--- config.mk ---
export PLATFORM = sky130hd
export DESIGN_NAME = pwm_sample_sched
export DESIGN_NICKNAME = d
export VERILOG_FILES = /design/src/rtl/tc_pkg.sv /design/src/rtl/pwm_timebase.sv /design/src/rtl/pwm_sample_sched.sv
export SDC_FILE = /design/constraint.sdc
export NUM_CORES = 1
export LEC_CHECK = 0
export CAP_MARGIN = 10
export CORE_MARGIN = 5
export CORE_UTILIZATION = 35
export CTS_BUF_LIST = sky130_fd_sc_hd__clkbuf_8
export DETAILED_ROUTE_END_ITERATION = 10
export PLACE_DENSITY = 0.56
export REMOVE_ABC_BUFFERS = 1
export SLEW_MARGIN = 20
export SYNTH_ARGS = -nofsm -noshare
export SYNTH_HDL_FRONTEND = slang
export SYNTH_SLANG_ARGS = --single-unit
--- constraint.sdc ---
create_clock -name clk -period 7.51 [get_ports clk]
set_input_delay 1.502 -clock clk [delete_from_list [all_inputs] [get_ports clk]]
set_output_delay 1.502 -clock clk [all_outputs]
set_load 0.005 [all_outputs]
--- src/rtl/tc_pkg.sv ---
// Shared constants, scheduler state encoding and duty clamping for the
// temperature-control sample scheduler.
package tc_pkg;

    localparam int PWM_PERIOD = 1000;
    localparam int DUTY_W     = 11;
    localparam int TEMP_W     = 12;
    localparam int PER_W      = 10;
    localparam int HIGH_LEN_W = 16;

    localparam logic signed [HIGH_LEN_W-1:0] DUTY_MAX = 16'sd1000;

    typedef enum logic [2:0] {
        WAIT_WRAP = 3'd0,
        START     = 3'd1,
        WAIT_CONV = 3'd2,
        TRIG      = 3'd3,
        SETTLE    = 3'd4,
        CAPTURE   = 3'd5
    } sched_state_t;

    // Signed PID request limited to the 0..PWM_PERIOD duty range.
    function automatic logic [DUTY_W-1:0] clamp_duty(input logic signed [HIGH_LEN_W-1:0] req);
        logic [DUTY_W-1:0] res;
        if (req < 16'sd0) begin
            res = '0;
        end else if (req > DUTY_MAX) begin
            res = DUTY_W'(PWM_PERIOD);
        end else begin
            res = req[DUTY_W-1:0];
        end
        return res;
    endfunction

endpackage

--- src/rtl/pwm_timebase.sv ---
// PWM tick divider and 0..PWM_PERIOD-1 period counter; clr holds both at zero.
module pwm_timebase
    import tc_pkg::*;
#(
    parameter int TICK_DIV = 50000
) (
    input  logic             clk,
    input  logic             rst,
    input  logic             clr,
    output logic [PER_W-1:0] per_cnt,
    output logic             tick,
    output logic             wrap
);

    localparam int DIV_W = (TICK_DIV > 1) ? $clog2(TICK_DIV) : 1;

    logic [DIV_W-1:0] div_cnt;

    assign tick = !clr && (div_cnt == DIV_W'(TICK_DIV - 1));
    assign wrap = tick && (per_cnt == PER_W'(PWM_PERIOD - 1));

    always_ff @(posedge clk or posedge rst) begin
        if (rst) begin
            div_cnt <= '0;
            per_cnt <= '0;
        end else if (clr) begin
            div_cnt <= '0;
            per_cnt <= '0;
        end else begin
            div_cnt <= tick ? '0 : div_cnt + 1'b1;
            if (tick) begin
                per_cnt <= wrap ? '0 : per_cnt + 1'b1;
            end
        end
    end

endmodule

--- src/rtl/pwm_sample_sched.sv ---
// One sensor conversion and one PID update per PWM period; the captured duty
// drives the heater over the following period.
module pwm_sample_sched
    import tc_pkg::*;
#(
    parameter int TICK_DIV     = 50000,
    parameter int CONV_TIMEOUT = 900,
    parameter int TRIG_LEN     = 4,
    parameter int SETTLE_LEN   = 4
) (
    input  logic                         clk,
    input  logic                         rst,
    input  logic                         enable,
    output logic                         conv_start,
    input  logic                         conv_done,
    input  logic [TEMP_W-1:0]            ds_data,
    output logic [TEMP_W-1:0]            temp_latched,
    output logic                         pid_trig,
    input  logic signed [HIGH_LEN_W-1:0] high_len,
    input  logic                         heater_open,
    input  logic                         fan_open,
    output logic                         heater_pwm,
    output logic                         fan_drv,
    output logic [DUTY_W-1:0]            duty,
    output logic                         sensor_fault,
    output logic                         overrun
);

    localparam int TO_W    = $clog2(CONV_TIMEOUT + 1);
    localparam int SEQ_MAX = (TRIG_LEN > SETTLE_LEN) ? TRIG_LEN : SETTLE_LEN;
    localparam int SEQ_W   = $clog2(SEQ_MAX + 1);

    sched_state_t      state;
    logic [PER_W-1:0]  per_cnt;
    logic              tick;
    logic              wrap;
    logic              enable_d;
    logic [TO_W-1:0]   to_cnt;
    logic [SEQ_W-1:0]  seq_cnt;
    logic [DUTY_W-1:0] duty_next;
    logic              conv_timeout;

    pwm_timebase #(
        .TICK_DIV (TICK_DIV)
    ) u_timebase (
        .clk     (clk),
        .rst     (rst),
        .clr     (!enable),
        .per_cnt (per_cnt),
        .tick    (tick),
        .wrap    (wrap)
    );

    // The tick that brings the count to CONV_TIMEOUT is the expiry cycle.
    assign conv_timeout = tick && (to_cnt == TO_W'(CONV_TIMEOUT - 1));

    assign conv_start = enable && (state == START);
    assign pid_trig   = enable && (state == TRIG);

    always_ff @(posedge clk or posedge rst) begin
        if (rst) begin
            state        <= WAIT_WRAP;
            enable_d     <= 1'b0;
            to_cnt       <= '0;
            seq_cnt      <= '0;
            duty_next    <= '0;
            duty         <= '0;
            temp_latched <= '0;
            sensor_fault <= 1'b0;
            overrun      <= 1'b0;
            heater_pwm   <= 1'b0;
            fan_drv      <= 1'b0;
        end else if (!enable) begin
            // Sensor status and last temperature survive a disable.
            state      <= WAIT_WRAP;
            enable_d   <= 1'b0;
            to_cnt     <= '0;
            seq_cnt    <= '0;
            duty_next  <= '0;
            duty       <= '0;
            overrun    <= 1'b0;
            heater_pwm <= 1'b0;
            fan_drv    <= 1'b0;
        end else begin
            enable_d   <= 1'b1;
            heater_pwm <= heater_open && !sensor_fault && (DUTY_W'(per_cnt) < duty);
            fan_drv    <= fan_open || sensor_fault;

            if (wrap) begin
                duty <= duty_next;
                if (state != WAIT_WRAP) begin
                    overrun <= 1'b1;
                end
            end

            case (state)
                WAIT_WRAP: begin
                    if (wrap || !enable_d) begin
                        state <= START;
                    end
                end
                START: begin
                    to_cnt <= '0;
                    state  <= WAIT_CONV;
                end
                WAIT_CONV: begin
                    if (conv_done) begin
                        temp_latched <= ds_data;
                        sensor_fault <= 1'b0;
                        seq_cnt      <= '0;
                        state        <= TRIG;
                    end else if (conv_timeout) begin
                        sensor_fault <= 1'b1;
                        duty_next    <= '0;
                        state        <= WAIT_WRAP;
                    end else if (tick) begin
                        to_cnt <= to_cnt + 1'b1;
                    end
                end
                TRIG: begin
                    if (seq_cnt == SEQ_W'(TRIG_LEN - 1)) begin
                        seq_cnt <= '0;
                        state   <= SETTLE;
                    end else begin
                        seq_cnt <= seq_cnt + 1'b1;
                    end
                end
                SETTLE: begin
                    if (seq_cnt == SEQ_W'(SETTLE_LEN - 1)) begin
                        seq_cnt <= '0;
                        state   <= CAPTURE;
                    end else begin
                        seq_cnt <= seq_cnt + 1'b1;
                    end
                end
                CAPTURE: begin
                    duty_next <= clamp_duty(high_len);
                    state     <= WAIT_WRAP;
                end
                default: begin
                    state <= WAIT_WRAP;
                end
            endcase
        end
    end

endmodule

==> impl_metrics.toml, run 1 <==
[synth]
async_flop_share = 1.00
yosysWarnings = 0
syn_area_per_cell_um2 = 10.0
synth-seq-cells = 81
syn_inst = 403
seq_area_frac_synth = 0.501
synth-main-ff-cell = "dfrtp_1"
synth-edff-count = 0
synth.distinct_cells = 51
syn_area_mm2 = 0.00405

[pwr]
power_density_mw_per_mm2 = 227
p_sw_uw = 289
swShare = 0.252
p_int_uw = 859
combPwrFrac = 0.191
leakage_nw = 2.17
irDropWorstVdd_v = 0.000138
pwr-share-clk = 0.366
sequentialPowerShare = 0.442

[die]
core_area_mm2 = 0.0114
rows = 39
dieArea_mm2 = 0.0138
io_pins = 63
initial_core_util = 0.356
die_w_um = 118
fp.dieH_um = 118

[timing]
max-slew-margin-rel = 0.502
max_freq_mhz = 183
setup_tns_ps = 0
finalClockSkew_ps = 12.4
rsz0062_at_grt = "false"
finalHoldViolCount = 0
fin_crit_sh = 0.726
worstMarginPinSlew_ps = 747
setup_viol = 0
final_max_slew_viol_count = 0
period_minus_slack_ps = 5460

[critical_path]
crit_chain = "clkdlybuf4s50_1 > inv_1 > nor4_1 > clkdlybuf4s50_1"
cp_common_cell = "clkdlybuf4s50_1"
cp_data_required_time_ps = 6010
critical_path.slowest_cell = "clkdlybuf4s50_1"
crit_path_max_incr_delay_ps = 910
worstSetupPathType = "in -> out"
worstPathMaxFanout = 20
crit_path_start_kind = "input pin"
cp-end-kind = "primary output"
cp_data_arrival_time_ps = 3950
r2r_slack_ps = 4630

[drt]
vias_per_cell = 5.17
initialDrtViolationCount = 120
drc = 0
dr.pass1.iters = 4
num_vias = 3162
antenna_left = 0
routedWlPerCell_um = 15.1
wl_um = 9220

[finish]
layout_common_cells = "dfrtp_1, clkdlybuf4s50_1, nor2_1"
fin_util = 0.445
drive_gt1_frac = 0.0810
syn_to_final_growth_pct = 25.2
stdcell_count = 612
nets = 511
stdcell_area_mm2 = 0.00506
diodes = 0
final_common_cell = "dfrtp_1"

[clocking]
cts.repair.resized = 0
insertion_delay_ps = 360
htreeDepth = 3
clock_sinks = 81
numCtsBuffers = 9
clockBufferDepth = 2
cts_tree = "built"
clk_pin_slew_ps = 80
cts_hold_buf = 0
ctsRootBufferMaster = "clkbuf_8"
post-cts-setup-buffer-count = 0

[global_route]
grt_pass1_wl_um = 15900
grt_antenna_before_repair = 0
grtUsageTotal = 0.139
grt_max_degree = 82
grt_pass1_vias = 3167
overflow = 0

[worst_hold_path]
hold_class = "reg -> reg"

[flow_run]
cap_viol_max_count = 0

[placed_design]
portBuffers = 62
dp_hpwl_um = 6620
placed_area_mm2 = 0.00479
dp.cells = 596
gp_congestion = 0.819

[status]
outcome = "complete, no violations"
[through the flow]
| stage | power (mW) | hold WS [ps] | setup slack (ps) |
|---|---|---|---|
| 2_1_floorplan | 0.618 | 444 | 3930 |
| 3_3_place_gp | 0.737 | 464 | 2140 |
| 3_5_place_dp | 0.740 | 474 | 2050 |
| 4_1_cts | 1.17 | 495 | 2030 |
| 5_1_grt | 1.21 | 505 | 1890 |
| 6_report | 1.15 | 493 | 2050 |
[cell families (layout without fill, tap and decap cells)]
family | Yosys count | after routing | share of synthesized area
flip-flops | 81 | 81 | 0.501
buffers and inverters | 35 | 101 | 0.0384
multiplexers | 21 | 21 | 0.0563
XOR/XNOR | 19 | 19 | 0.0411
AND/OR/NAND/NOR | 157 | 157 | 0.201
AO/OA/AOI/OAI | 77 | 77 | 0.122
adder cells (fa/ha/maj) | 13 | 13 | 0.0402
[layer usage]
metal	GRT usage	vias to the layer above	routed length, um
li1	-	1564	-
met1	0.191	1530	4370
met2	0.213	59	4390
met3	0.0317	9	324
met4	0.0495	0	127
met5	0	-	0
[power by group through the flow]
stage,clock (mW),sequential (mW),combinational [mW]
6_report,0.420,0.508,0.220
5_1_grt,0.456,0.515,0.241
3_5_place_dp,0,0.517,0.223
3_3_place_gp,0,0.515,0.221
4_1_cts,0.434,0.508,0.224
2_1_floorplan,0,0.514,0.103
[area by class of cell]
class                           instances  area, um^2
Fill cell                            1071        6310
Sequential cell                        81        2030
Tap cell                              143         179
Multi-Input combinational cell        287        1870
Clock inverter                          7         141
Clock buffer                            9         124
Timing Repair Buffer                   64         639
Inverter                               21        80.1
[synth_stat cells, types with 4 or more instances]
cell type,count,area (um^2)
a21o_1,4,30.0
a21oi_1,17,85.1
a22o_1,8,70.1
a31oi_1,6,37.5
and2_1,4,25.0
and3_1,9,56.3
clkbuf_1,9,33.8
dfrtp_1,81,2030
ha_1,13,163
inv_1,21,78.8
mux2_2,13,146
mux2i_1,7,70.1
nand2_1,26,97.6
nand2b_1,6,37.5
nand3_1,13,65.1
nand4_1,11,68.8
nor2_1,50,188
nor3_1,9,45.0
o21ai_0,17,85.1
o21ai_1,8,40.0
o31ai_1,4,30.0
or3_1,6,37.5
or4_1,6,45.0
xnor2_1,5,43.8
xor2_1,14,123
[final timing paths]
path                                        from                    end  depth (start not counted)
setup / recovery                          enable               pid_trig                          4
min in group asynchronous                    rst  u_timebase.div_cnt[9]                          3
setup reg to reg           u_timebase.div_cnt[4]                duty[2]                          5
hold / removal                        seq_cnt[2]             seq_cnt[2]                          1
hold reg to reg                       seq_cnt[2]             seq_cnt[2]                          1
max in group asynchronous                    rst                duty[0]                          3
[state kept, by name (all words and copies together) (netlist names)]
register and cells:
sensor_fault 1, state 3, overrun 1, to_cnt 10
u_timebase.div_cnt 16, u_timebase.per_cnt 10, seq_cnt 3, fan_drv 1
enable_d 1, duty_next 11, heater_pwm 1, duty 11
temp_latched 12
[critical path: cells and delay by family]
kind	cells	cell delay, ps
buf+inv	3	2020
simple gates	1	420
(Power assumes the default switching activity.)
==> run 2, diff against run 1 <==
--- a/config.mk
+++ b/config.mk
@@ -10,7 +10,7 @@
 export CORE_UTILIZATION = 35
 export CTS_BUF_LIST = sky130_fd_sc_hd__clkbuf_8
 export DETAILED_ROUTE_END_ITERATION = 10
-export PLACE_DENSITY = 0.56
+export PLACE_DENSITY = 0.58
 export REMOVE_ABC_BUFFERS = 1
 export SLEW_MARGIN = 20
 export SYNTH_ARGS = -nofsm -noshare
==> constraint.sdc (replaced) <==
create_clock -name clk -period 4.5 [get_ports clk]
set_input_delay 0.9 -clock clk [delete_from_list [all_inputs] [get_ports clk]]
set_output_delay 0.9 -clock clk [all_outputs]
set_load 0.005 [all_outputs]
==> run 2 against run 1 <==
Clock power increased by 42%. Global-route usage increased by 0.55 points. Non-clock buffer count is 4 higher. Cell area decreased by 0.42%.
==> impl_metrics.toml, run 2 (synthesis gave the netlist of run 1 again) <==
[die]
dieArea_mm2 = 0.0138
fp.dieH_um = 118
io_pins = 63
die_w_um = 118
rows = 39
core_area_mm2 = 0.0114
initial_core_util = 0.356

[flow_run]
cap_viol_max_count = 0

[critical_path]
worstSetupPathType = "in -> out"
crit_path_max_incr_delay_ps = 560
cp_top_family = "buffers and inverters"
worstPathMaxFanout = 17
cp_data_required_time_ps = 3600
cp-end-kind = "primary output"
crit_buf_inv = 4
critical_path.slowest_cell = "clkdlybuf4s50_1"
cp_data_arrival_time_ps = 2530
cp_common_cell = "clkdlybuf4s50_1"
crit_chain = "clkdlybuf4s50_1 > buf_4 > inv_1 > nor4_1 > clkdlybuf4s50_1"
crit_path_start_kind = "input pin"

[clocking]
cts_tree = "built"
insertion_delay_ps = 360
clockBufferDepth = 2
htreeDepth = 3
post-cts-setup-buffer-count = 0
cts_hold_buf = 0
ctsRootBufferMaster = "clkbuf_8"
cts.repair.resized = 0
clk_pin_slew_ps = 80
numCtsBuffers = 9
clock_sinks = 81

[drt]
antenna_left = 0
dr.pass1.iters = 4
vias_per_cell = 5.19
wl_um = 9510
drc = 0
routedWlPerCell_um = 15.4
num_vias = 3200
initialDrtViolationCount = 141

[timing]
finalHoldViolCount = 0
setup_tns_ps = 0
final_max_slew_viol_count = 0
rsz0062_at_grt = "false"
worstMarginPinSlew_ps = 786
period_minus_slack_ps = 3430
finalClockSkew_ps = 10.7
max-slew-margin-rel = 0.474
setup_viol = 0
max_freq_mhz = 292
fin_crit_sh = 0.762

[finish]
stdcell_count = 616
regMostFlops = "u_timebase.div_cnt"
fillers = 1134
layout_common_cells = "dfrtp_1, clkdlybuf4s50_1, nor2_1"
syn_to_final_growth_pct = 24.7
final_common_cell = "dfrtp_1"
reg.largest.list = "u_timebase.div_cnt x16, temp_latched x12"
largest_reg_flops = 16
drive_gt1_frac = 0.0867
nets = 515
diodes = 0

[pwr]
irDropWorstVdd_v = 0.000252
leakage_nw = 2.16
power_density_mw_per_mm2 = 360

[placed_design]
dp_hpwl_um = 6890
portBuffers = 62
gp_congestion = 0.816
dp.cells = 600

[global_route]
met3_usage = 0.0413
use_met1 = 0.190
grt_pass1_wl_um = 16400
grt_antenna_before_repair = 0
met2_usage = 0.227
grt_max_degree = 48
overflow = 0
top_usage_layer = "met2"
grt_pass1_vias = 3268
grtUsageTotal = 0.144

[worst_hold_path]
hold_class = "reg -> reg"

[status]
outcome = "complete, no violations"
## run 2: path summary, 6_finish.rpt
check	startpoint	endpoint	slack [ps]	cells after the start
min in group asynchronous	rst	temp_latched[9]	900	2
max reg2reg	u_timebase.div_cnt[4]	u_timebase.per_cnt[8]	1670	5
min	seq_cnt[0]	seq_cnt[0]	490	1
max	enable	pid_trig	1070	5
min reg2reg	seq_cnt[0]	seq_cnt[0]	490	1
max in group asynchronous	rst	u_timebase.per_cnt[0]	2570	3
## run 2: per-stage QoR
step	power, mW	utilization	hold slack, ps	instance area [um^2]	setup WS [ps]
floorplan	1.03	-	444	3970	1180
global placement	1.23	0.424	465	4820	1110
detailed placement	1.24	0.424	463	4820	1060
CTS	1.84	0.443	489	5040	1040
global route	1.92	0.443	496	5040	911
finish	1.81	0.443	486	5040	1070
## run 2: cell type report
class / count / area [um^2] / area share
multi-input combinational: 287 / 1870 / 0.371
clock inverter: 7 / 96.3 / 0.0191
tap: 143 / 179 / 0.0355
timing repair buffer: 68 / 666 / 0.132
clock buffer: 9 / 124 / 0.0246
sequential: 81 / 2030 / 0.402
inverter: 21 / 80.1 / 0.0159
## run 2: power by group
part | switching, mW | total (mW) | internal [mW]
Sequential | 0.0507 | 0.848 | 0.797
Clock | 0.282 | 0.595 | 0.312
Combinational | 0.160 | 0.371 | 0.212
Total | 0.493 | 1.81 | 1.32
## run 2: metal layers
layer	vias to the layer above	wire length, um	share of wire
met5	-	0	0
met4	0	117	0.012
met3	7	427	0.045
met2	76	4510	0.47
met1	1558	4450	0.47
li1	1559	-	-
==> run 3, diff against run 2 <==
==> constraint.sdc (replaced) <==
create_clock -name clk -period 2.87 [get_ports clk]
set_input_delay 0.574 -clock clk [delete_from_list [all_inputs] [get_ports clk]]
set_output_delay 0.574 -clock clk [all_outputs]
set_load 0.005 [all_outputs]
==> run 3 against run 2 <==
Core utilization up 0.20 points. Non-clock buffer count increased by 7. Sequential power rose by 57%. Via count grew 1.4%. Power increased by 48%. First-iteration DRC count up 13%. Critical path type unchanged. Critical endpoint unchanged.
==> impl_metrics.toml, run 3 (synthesis gave the netlist of run 1 again) <==
[pwr]
sequentialPowerShare = 0.494
combPwrFrac = 0.220
irDropWorstVdd_v = 0.000445
p_int_mw = 1.91
power_density_mw_per_mm2 = 530
p_total_mw = 2.68
swShare = 0.290
pwr-share-clk = 0.286
p_sw_uw = 778
leakage_nw = 2.18

[timing]
finalClockSkew_ps = 13.7
finalHoldViolCount = 0
whs_ps = 482
rsz0062_at_grt = "false"
setup_viol = 0
max-slew-margin-rel = 0.533
max_freq_mhz = 385
final_max_slew_viol_count = 0
fin_crit_sh = 0.905
period_minus_slack_ps = 2600
worstMarginPinSlew_ps = 693
setup_tns_ps = 0

[critical_path]
cp_data_required_time_ps = 2300
r2r_slack_ps = 270
crit_path_start_kind = "input pin"
r2r-start = "u_timebase.div_cnt[4]"
cp-end-kind = "primary output"
worstSetupPathType = "in -> out"
worstPathMaxFanout = 3
reg2reg_depth = 6
cp_data_arrival_time_ps = 2020
reg2reg_to = "state[2]"

[worst_hold_path]
hp-start = "seq_cnt[2]"
min_path_cells = 1
hold_end = "seq_cnt[2]"
hold_class = "reg -> reg"

[die]
fp.dieH_um = 118
core_area_mm2 = 0.0114
die_w_um = 118
dieArea_mm2 = 0.0138
rows = 39
io_pins = 63
initial_core_util = 0.356

[finish]
diodes = 0
stdcell_count = 623
largest_reg_flops = 16
final_common_cell = "dfrtp_1"
regMostFlops = "u_timebase.div_cnt"
drive_gt1_frac = 0.100
syn_to_final_growth_pct = 25.2
layout_common_cells = "dfrtp_1, clkdlybuf4s50_1, nor2_1"
fin_util = 0.445
nets = 522
reg.largest.list = "u_timebase.div_cnt x16, temp_latched x12"

[clocking]
cts_hold_buf = 0
post-cts-setup-buffer-count = 0
cts.repair.resized = 0
htreeDepth = 3
clock_sinks = 81
clockBufferDepth = 2
clk_pin_slew_ps = 90
ctsRootBufferMaster = "clkbuf_8"
insertion_delay_ps = 350
numCtsBuffers = 9
cts_tree = "built"

[global_route]
overflow = 0
grt_antenna_before_repair = 0
grt_max_degree = 56
grt_pass1_wl_um = 16400
grtUsageTotal = 0.143
grt_pass1_vias = 3268

[placed_design]
portBuffers = 62
dp_hpwl_um = 7040
dp.cells = 607
gp_congestion = 0.779

[drt]
initialDrtViolationCount = 159
routedWlPerCell_um = 15.8
vias_per_cell = 5.21
num_vias = 3246
drc = 0
dr.pass1.iters = 5
wl_um = 9820
antenna_left = 0

[status]
outcome = "complete, no violations"

[flow_run]
cap_viol_max_count = 0
[run 3: changes by cell type in the layout (fill, tap and decap cells not counted), sizes merged]
cell / previous run / this run
buf: 6 / 13
bufinv: 2 / 0
inv: 21 / 23
[run 3: power by group through the flow]
stage | clock (mW) | combinational [mW] | sequential [mW]
4_1_cts | 0.797 | 0.598 | 1.33
3_5_place_dp | 0 | 0.594 | 1.35
6_report | 0.767 | 0.590 | 1.33
5_1_grt | 0.855 | 0.654 | 1.35
3_3_place_gp | 0 | 0.593 | 1.35
2_1_floorplan | 0 | 0.270 | 1.35
[run 3: stage by stage]
step	instance area, um^2	setup slack [ps]
floorplan	3970	-450
global placement	4890	369
detailed placement	4890	261
CTS	5060	239
global route	5060	186
finish	5060	271
[run 3: layer usage]
metal  share of wire  vias to the layer above  GRT usage
li1                -                     1575          -
met1            0.48                     1596      0.194
met2            0.47                       66      0.224
met3           0.036                        9     0.0399
met4           0.013                        0     0.0401
met5               0                        -          0
[run 3: worst max-delay path, stage by stage]
cell,delay (ps)
clkdlybuf4s50_1,480
inv_1,80
nor4_1,320
clkdlybuf4s50_1,570
[run 3: worst max-delay path by stage]
stage	cells past startpoint	to	slack, ps	from
2_1_floorplan	5	u_timebase.per_cnt[8]	-450	u_timebase.div_cnt[4]
3_3_place_gp	6	state[2]	370	u_timebase.div_cnt[4]
3_5_place_dp	4	pid_trig	260	enable
4_1_cts	4	pid_trig	240	enable
5_1_grt	6	state[2]	190	u_timebase.div_cnt[4]
6_report	4	pid_trig	270	enable
[run 3: layout make-up]
cell class	instances	area (um^2)
Clock inverter	7	53.8
Tap cell	143	179
Sequential cell	81	2030
Multi-Input combinational cell	287	1870
Fill cell	1098	6300
Inverter	21	80.1
Clock buffer	9	124
Timing Repair Buffer	75	731
